## config.mk

```make
export PLATFORM = sky130hd
export DESIGN_NAME = serial_sub_flat
export DESIGN_NICKNAME = d
export VERILOG_FILES = /design/src/rtl/serial_sub_if.sv /design/src/rtl/serial_sub.sv /design/src/flat_wrapper.sv
export SDC_FILE = /design/constraint.sdc
export NUM_CORES = 1
export LEC_CHECK = 0
export CAP_MARGIN = 20
export CORE_ASPECT_RATIO = 0.6
export CORE_MARGIN = 1
export CORE_UTILIZATION = 35
export CTS_CLUSTER_SIZE = 28
export DETAILED_ROUTE_END_ITERATION = 8
export GPL_TIMING_DRIVEN = 0
export PLACE_DENSITY = 0.65
export SYNTH_ARGS = -nofsm -noshare
export SYNTH_HDL_FRONTEND = slang
export SYNTH_SLANG_ARGS = --single-unit
export TNS_END_PERCENT = 20
```

## constraint.sdc

```tcl
create_clock -name clk -period 2.8 [get_ports clk]
set_clock_uncertainty 0.05 [all_clocks]
set_input_delay 0.42 -clock clk [delete_from_list [all_inputs] [get_ports clk]]
set_output_delay 0.42 -clock clk [all_outputs]
set_load 0.1 [all_outputs]
```

## src/rtl/serial_sub_if.sv

```systemverilog
// serial_sub_if: start/busy/done handshake and operand/result bus
// for the bit-serial subtractor.
interface serial_sub_if #(
    parameter int WIDTH = 8
);
    logic             start;
    logic [WIDTH-1:0] a;
    logic [WIDTH-1:0] b;
    logic             busy;
    logic             done;
    logic [WIDTH-1:0] diff;
    logic             borrow;
    logic             overflow;
    logic             zero;

    modport master (
        output start, a, b,
        input  busy, done, diff, borrow, overflow, zero
    );

    modport slave (
        input  start, a, b,
        output busy, done, diff, borrow, overflow, zero
    );
endinterface

```

## src/rtl/serial_sub.sv

```systemverilog
// serial_sub: bit-serial a - b, LSB first, one registered borrow.
// Results and flags are registered and held until the next op completes.
module serial_sub #(
    parameter int WIDTH = 8
) (
    input logic         clk,
    input logic         rst,
    serial_sub_if.slave bus
);
    localparam int CW = (WIDTH > 2) ? $clog2(WIDTH) : 1;

    typedef enum logic [1:0] {
        S_IDLE,
        S_RUN,
        S_DONE
    } state_e;

    state_e           state_q, state_d;
    logic [WIDTH-1:0] a_q, a_d;
    logic [WIDTH-1:0] b_q, b_d;
    logic [WIDTH-1:0] res_q, res_d;
    logic             br_q, br_d;
    logic [CW-1:0]    cnt_q, cnt_d;
    logic             am_q, am_d;
    logic             bm_q, bm_d;
    logic [WIDTH-1:0] diff_q, diff_d;
    logic             borrow_q, borrow_d;
    logic             ovf_q, ovf_d;
    logic             zero_q, zero_d;
    logic             d_bit;
    logic             br_nx;

    // State and datapath registers; reset clears everything at once.
    always_ff @(posedge clk or posedge rst) begin
        if (rst) begin
            state_q  <= S_IDLE;
            a_q      <= '0;
            b_q      <= '0;
            res_q    <= '0;
            br_q     <= 1'b0;
            cnt_q    <= '0;
            am_q     <= 1'b0;
            bm_q     <= 1'b0;
            diff_q   <= '0;
            borrow_q <= 1'b0;
            ovf_q    <= 1'b0;
            zero_q   <= 1'b0;
        end else begin
            state_q  <= state_d;
            a_q      <= a_d;
            b_q      <= b_d;
            res_q    <= res_d;
            br_q     <= br_d;
            cnt_q    <= cnt_d;
            am_q     <= am_d;
            bm_q     <= bm_d;
            diff_q   <= diff_d;
            borrow_q <= borrow_d;
            ovf_q    <= ovf_d;
            zero_q   <= zero_d;
        end
    end

    // Next state: accept in IDLE, one subtract bit per RUN edge, one DONE cycle.
    always_comb begin
        state_d  = state_q;
        a_d      = a_q;
        b_d      = b_q;
        res_d    = res_q;
        br_d     = br_q;
        cnt_d    = cnt_q;
        am_d     = am_q;
        bm_d     = bm_q;
        diff_d   = diff_q;
        borrow_d = borrow_q;
        ovf_d    = ovf_q;
        zero_d   = zero_q;
        d_bit    = a_q[0] ^ b_q[0] ^ br_q;
        br_nx    = (~a_q[0] & b_q[0]) | (~(a_q[0] ^ b_q[0]) & br_q);
        unique case (state_q)
            S_IDLE: begin
                if (bus.start) begin
                    a_d     = bus.a;
                    b_d     = bus.b;
                    am_d    = bus.a[WIDTH-1];
                    bm_d    = bus.b[WIDTH-1];
                    br_d    = 1'b0;
                    cnt_d   = '0;
                    state_d = S_RUN;
                end
            end
            S_RUN: begin
                a_d   = a_q >> 1;
                b_d   = b_q >> 1;
                res_d = {d_bit, res_q[WIDTH-1:1]};
                br_d  = br_nx;
                cnt_d = cnt_q + CW'(1);
                if (cnt_q == CW'(WIDTH - 1)) begin
                    state_d  = S_DONE;
                    diff_d   = res_d;
                    borrow_d = br_nx;
                    ovf_d    = (am_q != bm_q) && (res_d[WIDTH-1] != am_q);
                    zero_d   = (res_d == '0);
                end
            end
            S_DONE: begin
                state_d = S_IDLE;
            end
            default: begin
                state_d = S_IDLE;
            end
        endcase
    end

    assign bus.busy     = (state_q == S_RUN);
    assign bus.done     = (state_q == S_DONE);
    assign bus.diff     = diff_q;
    assign bus.borrow   = borrow_q;
    assign bus.overflow = ovf_q;
    assign bus.zero     = zero_q;
endmodule

```

## src/flat_wrapper.sv

```systemverilog
// flat-port wrapper written by rule: the top's interface ports become plain ports
module serial_sub_flat 
#(
    parameter int WIDTH = 8
)
  (clk, rst, bus_start, bus_a, bus_b, bus_busy, bus_done, bus_diff, bus_borrow, bus_overflow, bus_zero);
  serial_sub_if #(.WIDTH(WIDTH)) bus_i ();
  input logic clk;
  input logic rst;
  input wire logic [$bits(bus_i.start)-1:0] bus_start;
  input wire logic [$bits(bus_i.a)-1:0] bus_a;
  input wire logic [$bits(bus_i.b)-1:0] bus_b;
  output wire logic [$bits(bus_i.busy)-1:0] bus_busy;
  output wire logic [$bits(bus_i.done)-1:0] bus_done;
  output wire logic [$bits(bus_i.diff)-1:0] bus_diff;
  output wire logic [$bits(bus_i.borrow)-1:0] bus_borrow;
  output wire logic [$bits(bus_i.overflow)-1:0] bus_overflow;
  output wire logic [$bits(bus_i.zero)-1:0] bus_zero;
  assign bus_i.start = bus_start;
  assign bus_i.a = bus_a;
  assign bus_i.b = bus_b;
  assign bus_busy = bus_i.busy;
  assign bus_done = bus_i.done;
  assign bus_diff = bus_i.diff;
  assign bus_borrow = bus_i.borrow;
  assign bus_overflow = bus_i.overflow;
  assign bus_zero = bus_i.zero;
  serial_sub #(.WIDTH(WIDTH)) u_core (.clk(clk), .rst(rst), .bus(bus_i));
endmodule
```

# Yosys cells after proc, flatten, opt, wreduce, memory -nomap -nowiden
# Index checks and enable logic that the tools add are counted.
# word_totals
register_bits,43
out_inout_bits,13
# op_classes
reduce_logical,8
muxes,11
n_eq_ne,7
bitwise,7
addsub,1
# ops
operator,count
case mux 8 bit (2 select lines),2
2-to-1 mux 8 bit,2
logical NOT 8 bit,1
AND reduction 2 bit,4
case mux 3 bit (2 select lines),1
2-to-1 mux 2 bit,2
case mux 2 bit (2 select lines),1
"adder 3 x 1 -> 3 bit, second input constant",1
"equality test 3 bit, second input constant",1
2-to-1 mux 3 bit,1
bitwise AND 1 bit,2
"equality test 2 x 1 -> 1 bit, second input constant",1
"equality test 2 bit, second input constant",1
logical NOT 2 bit,1
inequality test 1 bit,2
"inequality test 2 x 1 -> 1 bit, second input constant",1
"inequality test 2 bit, second input constant",1
NOT 1 bit,2
case mux 1 bit (2 select lines),1
nonzero test 2 bit,1
bitwise XOR 1 bit,2
logical AND 1 bit,1
2-to-1 mux 1 bit,1
OR 1 bit,1

# Logic depth before layout (Yosys ltp)
# Gate-level depths: netlist of run 1.
# logic_depth
ltp_word,5
ltp_mapped,7
depth_no_buf,5

# Least setup slack after synthesis of run 1
# OpenSTA, ideal clock, no wires.
# synth_path
path_type,register -> output
from,reg u_core.state_q[0]
to,out bus_done
path_slack_ps,563
t_required_ps,2330
path_stages_with_launch,3
arrival_time_ps,1767
path_cell_list,dfrtp_1 -> buf_4 -> nor2_1
# synth_between
elab_chain_cells,1
# synth_lines
element,line,source
"start, declared",serial_sub.sv:18,"state_e state_q, state_d;"
"start signal, assigned",serial_sub.sv:49,state_q <= state_d;
equality test 2 bit,serial_sub.sv:116,assign bus.done = (state_q == S_DONE);
"end, declared",flat_wrapper.sv:14,output wire logic [$bits(bus_i.done)-1:0] bus_done;
# No other way between the ends.

# Worst setup path in the final report of run 1
# layout_path
from,reg u_core.state_q[1]
to,out bus_busy
# layout_between
elab_chain_cells,1
# layout_lines
element,line,source
equality test 2 x 1 -> 1 bit,serial_sub.sv:115,assign bus.busy = (state_q == S_RUN);
"end, declared",flat_wrapper.sv:13,output wire logic [$bits(bus_i.busy)-1:0] bus_busy;
# No other way between the ends.

==> results of run 1 <==
==> cell usage after synthesis <==
cell      number
a21oi_1        1
a22o_1         3
a31oi_1        1
buf_2          3
buf_4          1
buf_6          3
clkbuf_1       1
dfrtp_1       42
fa_1           1
ha_1           2
inv_1          6
inv_4          1
mux2_2        10
mux2i_1       15
nand2_1       42
nand2b_1       1
nand3b_4       1
nor2_1         2
nor2b_1        2
nor3b_1        2
nor4_1         2
o21ai_0       18
o21ai_1        2
o21bai_2       1
==> through the flow <==
stage,hold slack (ns),area (um2)
after floorplan,0.3992,1828
after global placement,0.4138,2217
after detailed placement,0.4194,2217
after CTS,0.4373,2359
after global routing,0.4556,2359
final,0.4297,2359
==> sequential cells by signal (all words and copies together) (netlist names) <==
| signal | cells |
|---|---|
| u_core.a_q | 8 |
| u_core.am_q | 1 |
| u_core.b_q | 8 |
| u_core.bm_q | 1 |
| u_core.br_q | 1 |
| u_core.bus.borrow | 1 |
| u_core.bus.diff | 8 |
| u_core.bus.overflow | 1 |
| u_core.bus.zero | 1 |
| u_core.cnt_q | 3 |
| u_core.res_q | 7 |
| u_core.state_q | 2 |
==> cells by family (layout without fill, tap and decap cells) <==
group / count (synthesis) / in the layout / share of synthesized area
flops: 42 / 42 / 0.5749
buf+inv: 15 / 54 / 0.04859
compound gates: 26 / 26 / 0.08145
fa+ha+maj: 3 / 3 / 0.02464
mux: 25 / 25 / 0.1437
simple gates: 52 / 52 / 0.1266
==> cell usage in the layout (no fill, tap or decap), types with 3 or more instances in the layout <==
cell type        instances
a22o_1                   3
clkbuf_8                 6
buf_6                    3
dfrtp_1                 42
buf_2                    3
inv_1                    5
mux2i_1                 15
o21ai_0                 18
mux2_2                  10
clkdlybuf4s50_1         30
nand2_1                 42
==> worst max path at each step <==
stage / startpoint / to / slack (ns) / depth (start not counted)
detailed placement: u_core.state_q[1] / bus_busy / 0.14 / 5
global placement: u_core.state_q[1] / bus_busy / 0.14 / 5
floorplan: u_core.state_q[0] / bus_done / 0.56 / 2
finish: u_core.state_q[1] / bus_busy / 0.11 / 5
CTS: u_core.state_q[1] / bus_busy / 0.09 / 5
global route: u_core.state_q[1] / bus_busy / 0.007 / 5
==> power groups by stage <==
stage	combinational (mW)	clock (mW)	sequential, mW
after floorplan	0.714	0	1.52
after global placement	1.54	0	1.05
after detailed placement	1.55	0	1.06
after CTS	1.55	0.596	1.05
after global routing	1.67	0.623	1.08
final	1.54	0.589	1.05
==> layout make-up <==
| cell class | count | area share |
|---|---|---|
| Buffer | 8 | 0.02546 |
| Clock buffer | 6 | 0.03501 |
| Clock inverter | 2 | 0.02546 |
| Inverter | 7 | 0.01220 |
| Multi-Input combinational cell | 106 | 0.2918 |
| Sequential cell | 42 | 0.4456 |
| Tap cell | 63 | 0.03342 |
| Timing Repair Buffer | 31 | 0.1310 |
==> routing by layer <==
| metal | part of all wire | global-route usage |
|---|---|---|
| met5 | 0 | 0 |
| met2 | 0.37 | 0.1806 |
| met4 | 0.0084 | 0.03896 |
| met1 | 0.57 | 0.2332 |
| met3 | 0.045 | 0.04199 |
==> worst register-to-register path, stage by stage, from the launching register on <==
cell      delay [ns]
dfrtp_1         0.41
ha_1            0.21
ha_1            0.22
nand3b_4        0.13
buf_2           0.25
mux2_2          0.36
==> summary.txt, run 1 <==
status -> completed
area grow syn2layout -> 29.02%
vias in the first global route -> 1,174
hold path cells -> 2
Placed Cells incl. Taps -> 257
overall global routing resource usage -> 0.1437
GPL Wtd Cong -> 0.7095
CTS Sinks -> 42
first-pass GRT wire length -> 5899 um
distinct cell type count after synthesis -> 24
Buf+Inv Stages, Crit Path -> 4
Post-Syn Area per Cell -> 11.21 um2
top cell family by delay on the critical path -> buffers and inverters
IO Pins -> 32
max-slew violations -> 0
Vias -> 1,237
WHS Endpoint -> u_core.bus.zero
clock buffer depth -> 2
Leak -> 1.086 nW
total wire length -> 3432 um
final core utilization -> 0.4911
pre-CTS setup slack -> 0.1407 ns
Tmin final -> 2.691 ns
hold path start -> u_core.bus.zero
Critical Path Max Stage Delay -> 0.86 ns
CP max FO -> 10
Via density -> 4.668
Min-Delay Path Class -> reg -> reg
Num CTS Buffers -> 5
switching power -> 1.399 mW
GRT overflow -> 0
FILL cells -> 457
hold bufs inserted after CTS -> 0
Nets -> 223
critical path arrival -> 2.22 ns
R2R depth -> 5
ANT cells -> 0
register area share after synthesis -> 0.5749
reg2reg end -> u_core.bus.diff[3]
crit-path cells -> nand2b_1 -> buf_6 -> inv_4 -> buf_6 -> dlygate4sd2_1
TritonCTS clock tree -> yes
PostCTS Resize Cnt -> 1
Gate power share -> 0.485
Core Region -> 0.004802 mm2
internal power -> 1.775 mW
initial antenna violation count -> 0
1st-iter DRT viols -> 54
Req. time, crit path -> 2.33 ns
DR WL/cell -> 12.95 um
slowest CP cell -> dlygate4sd2_1
synthesized area -> 0.001828 mm2
unrepaired setup endpoints after global routing -> false
area fraction of the dominant cell type after synthesis -> 0.5749
post-route ant nets -> 0
clock-pin slew on the worst setup and hold paths -> 0.08 ns
Pre-antenna DRT Iters -> 4
Peak supply drop -> 0.0009428 V
flop2flop setup slack -> 1.08 ns
port bufs -> 31
synthesized instance count -> 163
hpwl dp -> 2408 um
Max-slew headroom -> 0.3538
Setup Buffers After CTS -> 0
PD cells -> 1346 mW/mm2
ranking of synthesized cells by area -> dfrtp_1, nand2_1, mux2i_1
row cnt -> 19
largest net degree at the start of global routing -> 43
Yosys warnings -> 0
Post-Layout Cell Count -> 265
Seq cells post-synth -> 42
Synth Net Count -> 185
Final setup viols -> 0
Max Freq -> 371.6 MHz
chip width -> 95.30 um
Die H -> 57.98 um
CP Class -> reg -> out
Post-Route Setup TNS -> 0 ns
power after layout -> 3.174 mW
final worst setup slack -> 0.1091 ns
power share of the clock group -> 0.186
multi-input logic area -> 688.2 um2
htree depth -> 2
FF+latch area -> 0.001051 mm2
Post-route DRC -> 0
Net Sw Frac -> 0.4409
area leader, netlist -> dfrtp_1
max cap viols -> 0
clk_lat worst skew -> 0.29 ns
fin crit share -> 0.9610
Initial Util -> 0.3807
part of the power in registers -> 0.330
critical path launch point type -> register
fraction of layout instances using a drive strength above 1 -> 0.1436
Final Hold Viols -> 0
crit end category -> output pin
worst slew pin tran -> 0.9662 ns
clk root buf -> clkbuf_8
crit-path most repeated cell -> buf_6
die area -> 0.005525 mm2
Critical R2R Launch -> u_core.cnt_q[0]
(Power assumes the default switching activity.)
==> run 2, diff against run 1 <==
--- a/config.mk
+++ b/config.mk
@@ -5,7 +5,6 @@
 export SDC_FILE = /design/constraint.sdc
 export NUM_CORES = 1
 export LEC_CHECK = 0
-export CAP_MARGIN = 20
 export CORE_ASPECT_RATIO = 0.6
 export CORE_MARGIN = 1
 export CORE_UTILIZATION = 35
==> results of run 2 <==
No change in the layout: final DEF, timing and power equal those of run 1.
==> run 3, diff against run 2 <==
--- a/config.mk
+++ b/config.mk
@@ -5,13 +5,15 @@
 export SDC_FILE = /design/constraint.sdc
 export NUM_CORES = 1
 export LEC_CHECK = 0
+export CELL_PAD_IN_SITES_DETAIL_PLACEMENT = 0
+export CELL_PAD_IN_SITES_GLOBAL_PLACEMENT = 1
 export CORE_ASPECT_RATIO = 0.6
 export CORE_MARGIN = 1
 export CORE_UTILIZATION = 35
 export CTS_CLUSTER_SIZE = 28
 export DETAILED_ROUTE_END_ITERATION = 8
 export GPL_TIMING_DRIVEN = 0
-export PLACE_DENSITY = 0.65
+export PLACE_DENSITY = 0.77
 export SYNTH_ARGS = -nofsm -noshare
 export SYNTH_HDL_FRONTEND = slang
 export SYNTH_SLANG_ARGS = --single-unit
==> run 3 against run 2 <==
Non-clock buffer count unchanged. Via count grew 1.4%. Design area fell by 2.8%. Worst hold slack improved by 0.0056 ns. Clock-buffer cell count is 1 higher. Combinational power about the same. Sequential cell count did not move. Clock power fell by 39%. Sequential power about the same. Final cell count shrank 0.38%. Routed wire length increased by 4.2%. Critical path depth stayed put.
==> summary.txt, run 3 (synthesis results as in run 1) <==
CP max FO -> 10 (unchanged)
Via density -> 4.750 (was 4.668)
max-slew violations -> 0 (unchanged)
row cnt -> 19 (unchanged)
Post-route DRC -> 0 (unchanged)
Nets -> 223 (unchanged)
total wire length -> 3577 um (was 3432 um)
IO Pins -> 32 (unchanged)
hold path start -> u_core.br_q (was u_core.bus.zero)
Pre-antenna DRT Iters -> 4 (unchanged)
Vias -> 1,254 (was 1,237)
PD cells -> 1290 mW/mm2 (was 1346 mW/mm2)
initial antenna violation count -> 0 (unchanged)
ANT cells -> 0 (unchanged)
switching power -> 1.389 mW (was 1.399 mW)
worst slew pin tran -> 0.9727 ns (was 0.9662 ns)
chip width -> 95.30 um (unchanged)
Tmin final -> 2.684 ns (was 2.691 ns)
post-route ant nets -> 0 (unchanged)
power share of the clock group -> 0.122 (was 0.186)
die area -> 0.005525 mm2 (unchanged)
Post-Route Setup TNS -> 0 ns (unchanged)
DR WL/cell -> 13.55 um (was 12.95 um)
clk root buf -> clkbuf_8 (unchanged)
Initial Util -> 0.3807 (unchanged)
unrepaired setup endpoints after global routing -> false (unchanged)
CTS Sinks -> 42 (unchanged)
clock-pin slew on the worst setup and hold paths -> 0.07 ns (was 0.08 ns)
internal power -> 1.567 mW (was 1.775 mW)
fraction of layout instances using a drive strength above 1 -> 0.1294 (was 0.1436)
CP Class -> reg -> out (unchanged)
critical path launch point type -> register (unchanged)
Final setup viols -> 0 (unchanged)
Gate power share -> 0.522 (was 0.485)
first-pass GRT wire length -> 6223 um (was 5899 um)
part of the power in registers -> 0.356 (was 0.330)
Leak -> 1.053 nW (was 1.086 nW)
Net Sw Frac -> 0.4699 (was 0.4409)
overall global routing resource usage -> 0.1525 (was 0.1437)
Post-Layout Cell Count -> 264 (was 265)
launch point of the critical path -> u_core.state_q[1] (unchanged)
max cap viols -> 0 (unchanged)
crit end category -> output pin (unchanged)
status -> completed (unchanged)
Critical R2R Launch -> u_core.b_q[0] (was u_core.cnt_q[0])
port bufs -> 31 (unchanged)
FILL cells -> 445 (was 457)
Placed Cells incl. Taps -> 257 (unchanged)
Core Region -> 0.004802 mm2 (unchanged)
clock buffer depth -> 2 (unchanged)
area grow syn2layout -> 25.39% (was 29.02%)
vias in the first global route -> 1,283 (was 1,174)
hpwl dp -> 2567 um (was 2408 um)
Min-Delay Path Class -> reg -> reg (unchanged)
1st-iter DRT viols -> 27 (was 54)
Peak supply drop -> 0.0008750 V (was 0.0009428 V)
critical path arrival -> 2.21 ns (was 2.22 ns)
TritonCTS clock tree -> yes (unchanged)
clk_lat worst skew -> 0.29 ns (about the same)
Num CTS Buffers -> 5 (unchanged)
Die H -> 57.98 um (unchanged)
htree depth -> 2 (unchanged)
GPL Wtd Cong -> 0.7294 (was 0.7095)
Max Freq -> 372.6 MHz (was 371.6 MHz)
fin crit share -> 0.9584 (was 0.9610)
most frequent cells in the layout -> nand2_1, dfrtp_1, clkdlybuf4s50_1, o21ai_0, mux2i_1 (unchanged)
Final Hold Viols -> 0 (unchanged)
GRT overflow -> 0 (unchanged)
Req. time, crit path -> 2.33 ns (about the same)
Max-slew headroom -> 0.3495 (was 0.3538)
largest net degree at the start of global routing -> 43 (unchanged)
## run 3: cell count changes in the layout (fill, tap and decap cells not counted)
| cell | before | now |
|---|---|---|
| clkbuf_1 | 1 | 3 |
| bufinv_16 | 2 | 0 |
| clkbuf_8 | 6 | 5 |
## run 3: metal layers
layer	part of all wire	wire [um]	track usage	vias up
li1	-	-	-	618
met1	0.52	1855	0.2143	613
met2	0.44	1570	0.2204	21
met3	0.034	122	0.04856	2
met4	0.0075	27	0.05844	0
met5	0	0	0	-
## run 3: critical path, cell delays in order, from the launching register on
cell and delay (ns):
dfrtp_1 0.44, nand2b_1 0.19, buf_6 0.16, inv_4 0.12, buf_6 0.16, dlygate4sd2_1 0.86
## run 3: worst paths after layout
check	endpoint	slack (ns)	depth (start not counted)
min reg2reg	u_core.br_q	0.44	2
max in group asynchronous	u_core.cnt_q[1]	1.57	2
max reg2reg	u_core.bus.zero	1.07	5
min in group asynchronous	u_core.bus.diff[6]	0.58	2
min	u_core.br_q	0.44	2
max	bus_busy	0.12	5
## run 3: stage by stage
step	power [mW]	cell area [um2]	hold WS, ns	setup WS (ns)	util
after floorplan	2.235	1828	0.3992	0.5632	-
after global placement	2.581	2217	0.4137	0.1608	0.4617
after detailed placement	2.621	2217	0.4228	0.1349	0.4617
after CTS	2.983	2292	0.4398	0.09580	0.4773
after global routing	3.166	2292	0.4661	0.01811	0.4773
final	2.956	2292	0.4354	0.1164	0.4773
## run 3: timing repair
item                                    4_1_cts  5_1_grt
hold buffers                                  0        0
gates resized for setup                       1        0
endpoints found under the setup margin        1        0
setup buffers                                 0        0
## run 3: power by group through the flow
stage | Clock [mW] | Sequential, mW | Combinational (mW)
floorplan | 0 | 1.52 | 0.714
global placement | 0 | 1.05 | 1.53
detailed placement | 0 | 1.06 | 1.56
CTS | 0.371 | 1.05 | 1.56
global route | 0.407 | 1.09 | 1.67
finish | 0.360 | 1.05 | 1.54
## run 3: layout make-up
type	count	area, um2	area share
buffer	8	60.06	0.02620
clock buffer	7	76.32	0.03330
inverter	7	28.78	0.01255
multi-input combinational	106	688.2	0.3002
sequential	42	1051	0.4585
tap	63	78.83	0.03439
timing repair buffer	31	309.0	0.1348
